===== src/rtl/bundle_issue_ctrl_if.sv =====
// Bundle issue controller port bundle.
// Fetch, issue, redirect and status signals in one place.
interface bundle_issue_ctrl_if #(
    parameter int NUM_FU = 4
);
    logic                   fetch_req;
    logic [63:0]            fetch_addr;
    logic                   fetch_valid;
    logic [NUM_FU*32-1:0]   fetch_bundle;
    logic [NUM_FU*32-1:0]   fu_instruction;
    logic [NUM_FU-1:0]      fu_ready;
    logic [63:0]            fu_bundle_addr;
    logic [NUM_FU-1:0]      fu_working;
    logic                   stall_in;
    logic                   fu_do_stall;
    logic                   redirect_valid;
    logic [63:0]            redirect_addr;
    logic [31:0]            bundle_count;
    logic                   timeout_err;

    modport master (
        output fetch_req,
        output fetch_addr,
        input  fetch_valid,
        input  fetch_bundle,
        output fu_instruction,
        output fu_ready,
        output fu_bundle_addr,
        input  fu_working,
        input  stall_in,
        output fu_do_stall,
        input  redirect_valid,
        input  redirect_addr,
        output bundle_count,
        output timeout_err
    );

    modport slave (
        input  fetch_req,
        input  fetch_addr,
        output fetch_bundle,
        output fetch_valid,
        input  fu_instruction,
        input  fu_ready,
        input  fu_bundle_addr,
        output fu_working,
        output stall_in,
        input  fu_do_stall,
        output redirect_valid,
        output redirect_addr,
        input  bundle_count,
        input  timeout_err
    );
endinterface


===== src/rtl/bundle_issue_ctrl.sv =====
// VLIW front-end sequencer: fetch one bundle, issue to all units,
// wait for the units to drain, then advance or redirect the PC.
module bundle_issue_ctrl #(
    parameter int          NUM_FU        = 4,
    parameter logic [63:0] RESET_PC      = 64'h0,
    parameter int          DRAIN_TIMEOUT = 255
) (
    input logic                 clk,
    input logic                 rst,
    bundle_issue_ctrl_if.master bus
);

    localparam int BW     = NUM_FU * 32;
    localparam int STRIDE = NUM_FU * 4;
    localparam int TW     = $clog2(DRAIN_TIMEOUT + 1);

    localparam logic [63:0]   STRIDE64   = 64'(STRIDE);
    localparam logic [63:0]   ALIGN_MASK = ~(STRIDE64 - 64'd1);
    localparam logic [TW-1:0] TIMEOUT    = TW'(DRAIN_TIMEOUT);
    localparam logic [TW-1:0] TIMEOUT_M1 = TW'(DRAIN_TIMEOUT - 1);

    typedef enum logic [1:0] {
        FETCH,
        WAIT_FETCH,
        ISSUE,
        DRAIN
    } state_t;

    state_t          state;
    state_t          state_n;

    logic [63:0]     pc;
    logic [63:0]     redir_tgt;
    logic            pending;
    logic [BW-1:0]   bundle_q;
    logic [1:0]      settle;
    logic [TW-1:0]   drain_cnt;

    logic            do_fetch;
    logic            do_latch;
    logic            do_issue;
    logic            do_retire;
    logic [63:0]     redir_aligned;
    logic [63:0]     next_pc;

    assign redir_aligned = bus.redirect_addr & ALIGN_MASK;

    // Next-state decode and the one-cycle action strobes.
    always_comb begin
        state_n   = state;
        do_fetch  = 1'b0;
        do_latch  = 1'b0;
        do_issue  = 1'b0;
        do_retire = 1'b0;
        unique case (state)
            FETCH: begin
                if (!bus.stall_in) begin
                    do_fetch = 1'b1;
                    state_n  = WAIT_FETCH;
                end
            end
            WAIT_FETCH: begin
                if (bus.fetch_valid) begin
                    do_latch = 1'b1;
                    state_n  = ISSUE;
                end
            end
            ISSUE: begin
                if (!bus.stall_in) begin
                    do_issue = 1'b1;
                    state_n  = DRAIN;
                end
            end
            DRAIN: begin
                if (settle == 2'd0 && bus.fu_working == '0) begin
                    do_retire = 1'b1;
                    state_n   = FETCH;
                end
            end
        endcase
    end

    // Address of the following bundle; a same-cycle redirect wins.
    always_comb begin
        next_pc = pc + STRIDE64;
        if (bus.redirect_valid) begin
            next_pc = redir_aligned;
        end else if (pending) begin
            next_pc = redir_tgt;
        end
    end

    // FSM state register.
    always_ff @(posedge clk) begin
        if (rst) begin
            state <= FETCH;
        end else begin
            state <= state_n;
        end
    end

    // Single-cycle fetch request with the current bundle address.
    always_ff @(posedge clk) begin
        if (rst) begin
            bus.fetch_req  <= 1'b0;
            bus.fetch_addr <= 64'h0;
        end else begin
            bus.fetch_req <= do_fetch;
            if (do_fetch) begin
                bus.fetch_addr <= pc;
            end
        end
    end

    // Capture the returned bundle; valid is ignored outside WAIT_FETCH.
    always_ff @(posedge clk) begin
        if (rst) begin
            bundle_q <= '0;
        end else if (do_latch) begin
            bundle_q <= bus.fetch_bundle;
        end
    end

    // Broadcast slots; instructions hold until the next issue.
    always_ff @(posedge clk) begin
        if (rst) begin
            bus.fu_ready       <= '0;
            bus.fu_instruction <= '0;
            bus.fu_bundle_addr <= 64'h0;
        end else begin
            bus.fu_ready <= {NUM_FU{do_issue}};
            if (do_issue) begin
                bus.fu_instruction <= bundle_q;
                bus.fu_bundle_addr <= pc;
            end
        end
    end

    // Settle delay masks the units' registered busy-flag lag.
    always_ff @(posedge clk) begin
        if (rst) begin
            settle    <= 2'd0;
            drain_cnt <= '0;
        end else if (do_issue) begin
            settle    <= 2'd2;
            drain_cnt <= '0;
        end else if (state == DRAIN) begin
            if (settle != 2'd0) begin
                settle <= settle - 2'd1;
            end
            if (!do_retire && drain_cnt != TIMEOUT) begin
                drain_cnt <= drain_cnt + 1'b1;
            end
        end
    end

    // Sticky error once a drain has lasted DRAIN_TIMEOUT cycles.
    always_ff @(posedge clk) begin
        if (rst) begin
            bus.timeout_err <= 1'b0;
        end else if (state == DRAIN && !do_retire
                     && drain_cnt == TIMEOUT_M1) begin
            bus.timeout_err <= 1'b1;
        end
    end

    // PC advance on retire and latching of pending redirects.
    always_ff @(posedge clk) begin
        if (rst) begin
            pc        <= RESET_PC;
            pending   <= 1'b0;
            redir_tgt <= 64'h0;
        end else if (do_retire) begin
            pc      <= next_pc;
            pending <= 1'b0;
        end else if (bus.redirect_valid) begin
            pending   <= 1'b1;
            redir_tgt <= redir_aligned;
        end
    end

    // Retired bundle counter, free-running wrap.
    always_ff @(posedge clk) begin
        if (rst) begin
            bus.bundle_count <= 32'h0;
        end else if (do_retire) begin
            bus.bundle_count <= bus.bundle_count + 32'd1;
        end
    end

    // Registered stall fan-out to every unit.
    always_ff @(posedge clk) begin
        if (rst) begin
            bus.fu_do_stall <= 1'b0;
        end else begin
            bus.fu_do_stall <= bus.stall_in;
        end
    end

endmodule


===== src/flat_wrapper.sv =====
// flat-port wrapper written by rule: the top's interface ports become plain ports
module bundle_issue_ctrl_flat 
#(
    parameter int          NUM_FU        = 4,
    parameter logic [63:0] RESET_PC      = 64'h0,
    parameter int          DRAIN_TIMEOUT = 255
)
  (clk, rst, bus_fetch_req, bus_fetch_addr, bus_fetch_valid, bus_fetch_bundle, bus_fu_instruction, bus_fu_ready, bus_fu_bundle_addr, bus_fu_working, bus_stall_in, bus_fu_do_stall, bus_redirect_valid, bus_redirect_addr, bus_bundle_count, bus_timeout_err);
  bundle_issue_ctrl_if #(.NUM_FU(NUM_FU)) bus_i ();
  input logic clk;
  input logic rst;
  output wire logic [$bits(bus_i.fetch_req)-1:0] bus_fetch_req;
  output wire logic [$bits(bus_i.fetch_addr)-1:0] bus_fetch_addr;
  input wire logic [$bits(bus_i.fetch_valid)-1:0] bus_fetch_valid;
  input wire logic [$bits(bus_i.fetch_bundle)-1:0] bus_fetch_bundle;
  output wire logic [$bits(bus_i.fu_instruction)-1:0] bus_fu_instruction;
  output wire logic [$bits(bus_i.fu_ready)-1:0] bus_fu_ready;
  output wire logic [$bits(bus_i.fu_bundle_addr)-1:0] bus_fu_bundle_addr;
  input wire logic [$bits(bus_i.fu_working)-1:0] bus_fu_working;
  input wire logic [$bits(bus_i.stall_in)-1:0] bus_stall_in;
  output wire logic [$bits(bus_i.fu_do_stall)-1:0] bus_fu_do_stall;
  input wire logic [$bits(bus_i.redirect_valid)-1:0] bus_redirect_valid;
  input wire logic [$bits(bus_i.redirect_addr)-1:0] bus_redirect_addr;
  output wire logic [$bits(bus_i.bundle_count)-1:0] bus_bundle_count;
  output wire logic [$bits(bus_i.timeout_err)-1:0] bus_timeout_err;
  assign bus_fetch_req = bus_i.fetch_req;
  assign bus_fetch_addr = bus_i.fetch_addr;
  assign bus_i.fetch_valid = bus_fetch_valid;
  assign bus_i.fetch_bundle = bus_fetch_bundle;
  assign bus_fu_instruction = bus_i.fu_instruction;
  assign bus_fu_ready = bus_i.fu_ready;
  assign bus_fu_bundle_addr = bus_i.fu_bundle_addr;
  assign bus_i.fu_working = bus_fu_working;
  assign bus_i.stall_in = bus_stall_in;
  assign bus_fu_do_stall = bus_i.fu_do_stall;
  assign bus_i.redirect_valid = bus_redirect_valid;
  assign bus_i.redirect_addr = bus_redirect_addr;
  assign bus_bundle_count = bus_i.bundle_count;
  assign bus_timeout_err = bus_i.timeout_err;
  bundle_issue_ctrl #(.NUM_FU(NUM_FU), .RESET_PC(RESET_PC), .DRAIN_TIMEOUT(DRAIN_TIMEOUT)) u_core (.clk(clk), .rst(rst), .bus(bus_i));
endmodule

===== config.mk =====
export PLATFORM = sky130hd
export DESIGN_NAME = bundle_issue_ctrl_flat
export DESIGN_NICKNAME = d
export VERILOG_FILES = /design/src/rtl/bundle_issue_ctrl_if.sv /design/src/rtl/bundle_issue_ctrl.sv /design/src/flat_wrapper.sv
export SDC_FILE = /design/constraint.sdc
export NUM_CORES = 1
export LEC_CHECK = 0
export BUFFER_PORTS_ARGS = -buffer_cell sky130_fd_sc_hd__clkbuf_2
export CAP_MARGIN = 0
export CORE_ASPECT_RATIO = 2
export CORE_UTILIZATION = 35
export CTS_CLUSTER_SIZE = 25
export DETAILED_ROUTE_END_ITERATION = 8
export PLACE_DENSITY = 0.62
export SLEW_MARGIN = 30
export SYNTH_ARGS = -nofsm -noshare
export SYNTH_HDL_FRONTEND = slang
export SYNTH_SLANG_ARGS = --single-unit

===== constraint.sdc =====
create_clock -name clk -period 2.75 [get_ports clk]
set_clock_uncertainty 0.2 [all_clocks]
set_input_delay 0.55 -clock clk [delete_from_list [all_inputs] [get_ports clk]]
set_output_delay 0.55 -clock clk [all_outputs]
set_load 0.1 [all_outputs]

==> key figures, run 1 <==
Global route
  • Number of global-route vias before repair: 20800
  • GRT Total Usage: 0.240
  • Remaining Overflow, GRT: 0
  • Largest net degree at the start of global routing: 83
  • Global-route wire length before repair: roughly 120000 um
  • Initial antenna violation count: 1

Worst setup path
  • Reg-to-Reg End: u_core.pc[62]
  • CP startpoint kind: flip-flop
  • Reg2Reg Setup Slack: 0.03 ns
  • Critical Path, Cell by Cell: nand4_2 -> or4b_4 -> or4b_4 -> and4_4 -> or4_1
  • CP Class: reg2reg
  • Reg2reg start: u_core.pc[24]
  • Crit. End Element: flip-flop
  • Slowest Stage Delay on Critical Path: 0.61 ns
  • Critical path's most frequent cell: or4b_4
  • CP Data Required Time: 3.01 ns
  • Arr. time, crit path: 2.98 ns
  • Worst Path Max Fanout: 2
  • CP max-delay cell: or4b_4
  • Worst R2R Path Depth: 5

Floorplan
  • Die Area: 61500 um2
  • Row Count: 127
  • Initial core utilization: 0.353
  • Die span in y: 350 um
  • I/O Pins: 496
  • Core ar.: 59900 um2
  • Die X: 176 um

Place
  • Hpwl dp: 54100 um
  • Input/output buffers: a little under 500
  • Dpl cells: 3661
  • Place WS: -0.0488 ns
  • Placed Area: 25400 um2
  • GPL Wtd Cong: 0.950

Layout
  • Syn-to-layout area delta: 36.2%
  • Post-Layout Cell Count: 3932
  • Final instance area: 28800 um2
  • Nets: 3329
  • Filler cells: 5580
  • Share of cells above drive strength 1: 0.251

Clock network
  • Clock slew at reported path FFs: 0.07 ns
  • Post-CTS setup buffers: 0
  • Worst-case clock buffer depth: 3
  • Root buf cell: clkbuf_16
  • CTS buffer count: 50
  • Worst-Skew Late Latency: 0.60 ns
  • Clk sinks: approximately 550
  • CTS tree: done
  • H-Tree Depth: 2

Power
  • Maximum vdd drop: 0.490 mV
  • Static Leak: 11.6 nW
  • Power Dens Cells: between 600 and 700 nW/um2

Synthesis
  • Average instance area after synthesis: 8.65 um2
  • Post-synthesis instance total: roughly 2400
  • Mapped cell area: 21200 um2
  • Number of synthesized register bits: 545
  • Post-synthesis async set-or-reset flop share: 0
  • Ys flop type: dfxtp_1
  • Distinct cells, synth: 74
  • EDFF count, synth: 0
  • Seq/Total Area, Yosys: 0.516
  • YS warnings: 0

Min path
  • Hold EP: u_core.redir_tgt[57]
  • HP Class: in2reg
  • Worst min-delay path startpoint: bus_redirect_addr[57]
  • Hold path depth: 3

Drt
  • ANT nets after route: 0
  • Vias: 21100
  • Drt drc: 0
  • WL per Instance: 19.5 um
  • Drt pass-1 iters: 6
  • Via density: around 5.4
  • Drt total wl: between 70000 and 80000 um
  • DRT iter0 DRCs: ~1300

STA
  • Endpoints failing setup: 0
  • Fin. Hold Viols: 0
  • Setup TNS: 0 ns
  • Slew @ Worst Pin: 0.776 ns
  • RSZ-0062 raised after global routing: no
  • Post-route setup slack: about 0.026 ns
  • Max-slew violations: 0
  • Period utilization: 0.990
  • Fmax: 0.367 GHz
  • Min Tclk post-route: roughly 2.7 ns
  • Relative slew slack: 0.478

Outcome
  • Outcome: finished, final reports clean

Flow run
  • Max-cap viol count: 0
-- worst max-delay path, delay by kind of cell (launching register included) --
family,cells,cell delay (ns)
flip-flops,1,0.37
AND/OR/NAND/NOR,5,2.00
-- per-layer routing --
| metal | global-route usage | part of all wire | vias up |
|---|---|---|---|
| met5 | 0 | 0 | - |
| met4 | 0.134 | 0.054 | 0 |
| met3 | 0.0351 | 0.060 | 187 |
| met2 | 0.440 | 0.51 | 892 |
| met1 | 0.259 | 0.38 | 9992 |
| li1 | - | - | 10000 |
-- registers in the layout, indices dropped and copies added, names as in the netlist, 2 cells and up --
register,cells
u_core.bundle_q,128
u_core.bus.fu_instruction,128
u_core.bus.fetch_addr,60
u_core.bus.fu_bundle_addr,60
u_core.pc,60
u_core.redir_tgt,60
u_core.bus.bundle_count,32
u_core.drain_cnt,8
u_core.settle,2
u_core.state,2
-- per-stage QoR --
step	utilization	hold slack (ns)	total power [mW]
2_1_floorplan	-	0.232	10.3
3_3_place_gp	0.423	0.240	11.3
3_5_place_dp	0.423	0.245	11.4
4_1_cts	0.481	0.00665	18.8
5_1_grt	0.481	0.0281	19.3
6_report	0.481	0.0458	18.5
-- cell usage in the layout, fill, tap and decap left out, types with 14 or more instances in the layout --
cell,instances
a211oi_1,19
a21oi_1,301
a22o_1,196
a22oi_1,17
and3_1,19
buf_12,22
buf_4,147
clkbuf_16,51
clkbuf_2,482
dfxtp_1,521
dfxtp_2,24
dlygate4sd3_1,180
inv_1,23
nand2_1,570
nand3_1,35
nand4_1,47
nor2_1,82
nor3_1,28
nor4_1,30
o211ai_1,16
o21ai_0,47
or3_1,17
or4_1,16
xnor2_1,18
xor2_1,14
-- repair_timing --
action | in CTS | in global routing
hold endpoints to repair | 180 | 0
setup endpoints to repair | 1 | 6
pin swaps | 0 | 2
hold buffers | 180 | 0
gates resized for setup | 1 | 6
-- worst max path at each step --
stage / from / endpoint / slack, ns / cells after the start
after CTS: u_core.pc[5] / u_core.pc[62] / 0.01 / 6
after detailed placement: u_core.pc[5] / u_core.pc[62] / -0.05 / 6
after floorplan: u_core.bus.bundle_count[0] / u_core.bus.bundle_count[29] / 0.02 / 5
final: u_core.pc[24] / u_core.pc[62] / 0.03 / 5
after global placement: u_core.pc[5] / u_core.pc[62] / -0.04 / 6
after global routing: u_core.pc[35] / u_core.pc[62] / 0.0006 / 5
-- cells in the mapped netlist, types with 7 or more instances --
master	instances	area (um2)
or4_1	16	120
buf_4	12	90.1
a21oi_1	302	1510
o21a_1	7	52.6
a22o_1	196	1720
inv_1	23	86.3
nand3_1	35	175
buf_2	12	60.1
a31oi_1	13	81.3
a22oi_1	17	128
o22ai_1	13	81.3
or3_1	19	119
ha_1	9	113
o31ai_1	11	82.6
clkbuf_1	160	601
dfxtp_1	545	10900
a221oi_1	8	70.1
and4_1	13	114
nor3_1	29	145
nand2_1	574	2150
nor2b_1	7	43.8
xor2_1	14	123
nor4_1	30	188
o211ai_1	16	120
a211oi_1	19	143
buf_1	33	124
nand4_1	47	294
nor2_1	85	319
o21ai_0	47	235
and3_1	19	119
xnor2_1	18	158
-- logic make-up after synthesis --
| group | count (synthesis) | synth area share |
|---|---|---|
| AOI/OAI and AO/OA | 706 | 0.224 |
| and+or+nand+nor | 901 | 0.191 |
| adders and majority gates | 9 | 0.00532 |
| other | 1 | 0.000177 |
| muxes | 10 | 0.00509 |
| xor gates and xnor gates | 32 | 0.0132 |
| DFF | 545 | 0.516 |
| buffers and inverters | 242 | 0.0458 |
-- power breakdown --
group / internal [mW] / switching [mW]
registers: 8.24 / 0.203
logic: 0.942 / 2.01
clock network: 3.95 / 3.21
-- layout make-up --
| cell class | instances | area (um2) | area share |
|---|---|---|---|
| inverter | 24 | 90.1 | 0.00313 |
| antenna | 1 | 2.50 | 0.0000868 |
| multi-input combinational | 1666 | 9400 | 0.326 |
| timing repair buffer | 832 | 5770 | 0.200 |
| sequential | 545 | 10900 | 0.380 |
| tap | 774 | 968 | 0.0336 |
| clock inverter | 25 | 269 | 0.00933 |
| clock buffer | 65 | 1380 | 0.0478 |
(Power assumes the default switching activity.)
==> run 2: changes to the inputs <==
PLACE_DENSITY = 0.6   (was 0.62)
clock period = 2.6 ns   (was 2.75 ns; I/O delays follow)
==> run 2 against run 1 <==
  * Register-to-register slack improved by 0.03 ns
  * Sequential power up 5.6%
  * Utilization up 0.42 points
  * Total power grew 7.6%
  * Critical path depth is the same
  * Fmax is 6.9% higher
  * Clock-buffer cell count grew 13
  * Critical path type unchanged
  * Largest cell class unchanged
==> key figures, run 2 (same netlist as run 1, synthesis figures left out) <==
Clock network
  • CTS tree: done
  • Clk sinks: 545 (unchanged)
  • Root buf cell: clkbuf_16
  • CTS buffer count: 51 (+2.0%)
  • Worst-Skew Late Latency: 0.61 ns (about the same)
  • Worst-case clock buffer depth: 3 (unchanged)
  • H-Tree Depth: 2 (unchanged)
  • Clock slew at reported path FFs: 0.07 ns (about the same)

Floorplan
  • Die span in y: 350 um (unchanged)
  • I/O Pins: 496 (unchanged)
  • Die X: 176 um (unchanged)
  • Row Count: 127 (unchanged)
  • Core ar.: 59900 um2 (unchanged)
  • Die Area: 61500 um2 (unchanged)
  • Initial core utilization: 0.353 (unchanged)

Layout
  • Biggest regs: u_core.bundle_q: 128 flops, u_core.bus.fu_instruction: 128 flops
  • Commonest non-fill, non-tap cell in the layout: nand2_1
  • Syn-to-layout area delta: 37.4%
  • Most frequent cells in the layout: nand2_1 (570), dfxtp_1 (523), clkbuf_2 (482)
  • Filler cells: 5619 (+0.70%)
  • Share of cells above drive strength 1: 0.254 (+0.00259)
  • Sequential Area: 11000 um2 (+0.16%)
  • Final core utilization: 0.485 (+0.00418)
  • Number of inserted diodes: 0 (-1)
  • Nets: 3348 (+0.57%)
  • Footprint of the multi-input gates: 9420 um2 (+0.23%)

Worst setup path
  • CP startpoint kind: flip-flop
  • CP Class: reg2reg
  • Crit. End Element: flip-flop
  • Worst Path Max Fanout: 2 (unchanged)
  • Arr. time, crit path: 2.83 ns (-0.15 ns)
  • CP Data Required Time: 2.88 ns (-0.13 ns)

STA
  • RSZ-0062 raised after global routing: no
  • Endpoints failing setup: 0 (unchanged)
  • Relative slew slack: 0.367 (-0.111)
  • Post-route setup slack: 0.0515 ns (+0.0251 ns)
  • Fin. Hold Viols: 0 (unchanged)
  • Slew @ Worst Pin: 0.949 ns (+0.173 ns)
  • Fmax: 0.392 GHz (+6.9%)
  • Min Tclk post-route: 2.55 ns (-0.175 ns)
  • Max-slew violations: 0 (unchanged)
  • Setup TNS: 0 ns (unchanged)
  • Period utilization: 0.980 (-0.0102)

Global route
  • Global-route wire length before repair: 117000 um (+1.3%)
  • Remaining Overflow, GRT: 0 (unchanged)
  • GRT Total Usage: 0.242 (+0.00244)
  • Largest net degree at the start of global routing: 159 (+92%)
  • Number of global-route vias before repair: 21000 (+0.75%)
  • Initial antenna violation count: 0 (-1)

Power
  • Static Leak: 11.7 nW (+1.1%)
  • Comb pwr share: 0.158 (about the same)
  • Sw power: 5.72 mW (+5.7%)
  • Sequential group share of total power: 0.447 (-0.008)
  • Total power: 20.0 mW (+7.6%)
  • Clock power share: 0.395 (+0.009)
  • Pint: 14.2 mW (+8.3%)
  • Power Dens Cells: 686 nW/um2 (+6.6%)
  • Maximum vdd drop: 0.587 mV (+20%)
  • Sw Ratio: 0.287 (-0.00514)

Drt
  • DRT iter0 DRCs: 1302 (-0.15%)
  • WL per Instance: 19.5 um (+0.17%)
  • Drt drc: 0 (unchanged)
  • ANT nets after route: 0 (unchanged)
  • Drt pass-1 iters: 5 (-1)
  • Via density: 5.38 (+0.19%)
  • Routed length on met1: 29600 um (+2.7%)
  • Drt total wl: 77100 um (+0.73%)
  • Top sig layer: met4
  • Vias: 21300 (+0.75%)
  • WL met3: 5120 um (+12%)
  • WL met2: 38200 um (-2.1%)

Place
  • GPL Wtd Cong: 0.940 (-1.1%)
  • Hpwl dp: 54400 um (+0.55%)
  • Place WS: -0.0462 ns (+0.00257 ns)
  • Input/output buffers: 483 (unchanged)

Min path
  • HP Class: in2reg

Flow run
  • Max-cap viol count: 0 (unchanged)

Outcome
  • Outcome: finished, final reports clean
## run 2: cell types whose count changed in the layout (fill, tap and decap cells not counted), sizes merged
| cell | previous run | this run |
|---|---|---|
| dlygate4sd3 | 180 | 185 |
| buf | 170 | 183 |
| clkinvlp | 4 | 0 |
| inv | 28 | 25 |
| clkinv | 13 | 12 |
| diode | 1 | 0 |
| clkbuf | 547 | 560 |
## run 2: repair_timing
item,in CTS,in global routing
buffers inserted,0,0
hold buffers,185,0
setup endpoints to repair,9,11
gates cloned,0,0
pin swaps,0,1
endpoints found under the hold margin,187,0
gates resized for setup,2,3
## run 2: critical path, cell delays in order (launching register included)
cell,delay [ns]
dfxtp_1,0.34
and4_4,0.25
or4b_4,0.49
or4b_4,0.56
and4_4,0.22
or4_1,0.38
## run 2: area by class of cell
type                            count  share of cell area
Clock buffer                       78              0.0530
Clock inverter                     17             0.00714
Inverter                           24             0.00310
Multi-Input combinational cell   1666               0.324
Sequential cell                   545               0.377
Tap cell                          774              0.0333
Timing Repair Buffer              850               0.202
## run 2: metal layers
metal	vias to the layer above	global-route usage
met5	-	0
met4	0	0.136
met3	211	0.0386
met2	933	0.431
met1	10000	0.272
li1	10100	-
## run 2: worst paths after layout
path / start / slack (ns) / to / depth (start not counted)
max: u_core.pc[18] / 0.05 / u_core.pc[62] / 5
min: bus_fetch_bundle[15] / 0.04 / u_core.bundle_q[15] / 3
min reg2reg: u_core.bundle_q[107] / 0.25 / u_core.bundle_q[107] / 2
max reg2reg: u_core.pc[18] / 0.05 / u_core.pc[62] / 5
## run 2: through the flow
stage | hold slack, ns | cells | area (um2)
floorplan | 0.232 | 2453 | 21300
global placement | 0.238 | 3675 | 25500
detailed placement | 0.246 | 3675 | 25500
CTS | 0.000263 | 3955 | 29100
global route | 0.0377 | 3954 | 29100
finish | 0.0442 | 3954 | 29100
## run 2: power groups by stage
stage	registers [mW]	logic, mW	clock network (mW)
final	8.92	3.15	7.88
after global routing	8.96	3.42	8.37
after CTS	8.92	3.17	8.09
after detailed placement	9.11	2.93	0
after global placement	9.08	2.87	0
after floorplan	9.31	1.53	0
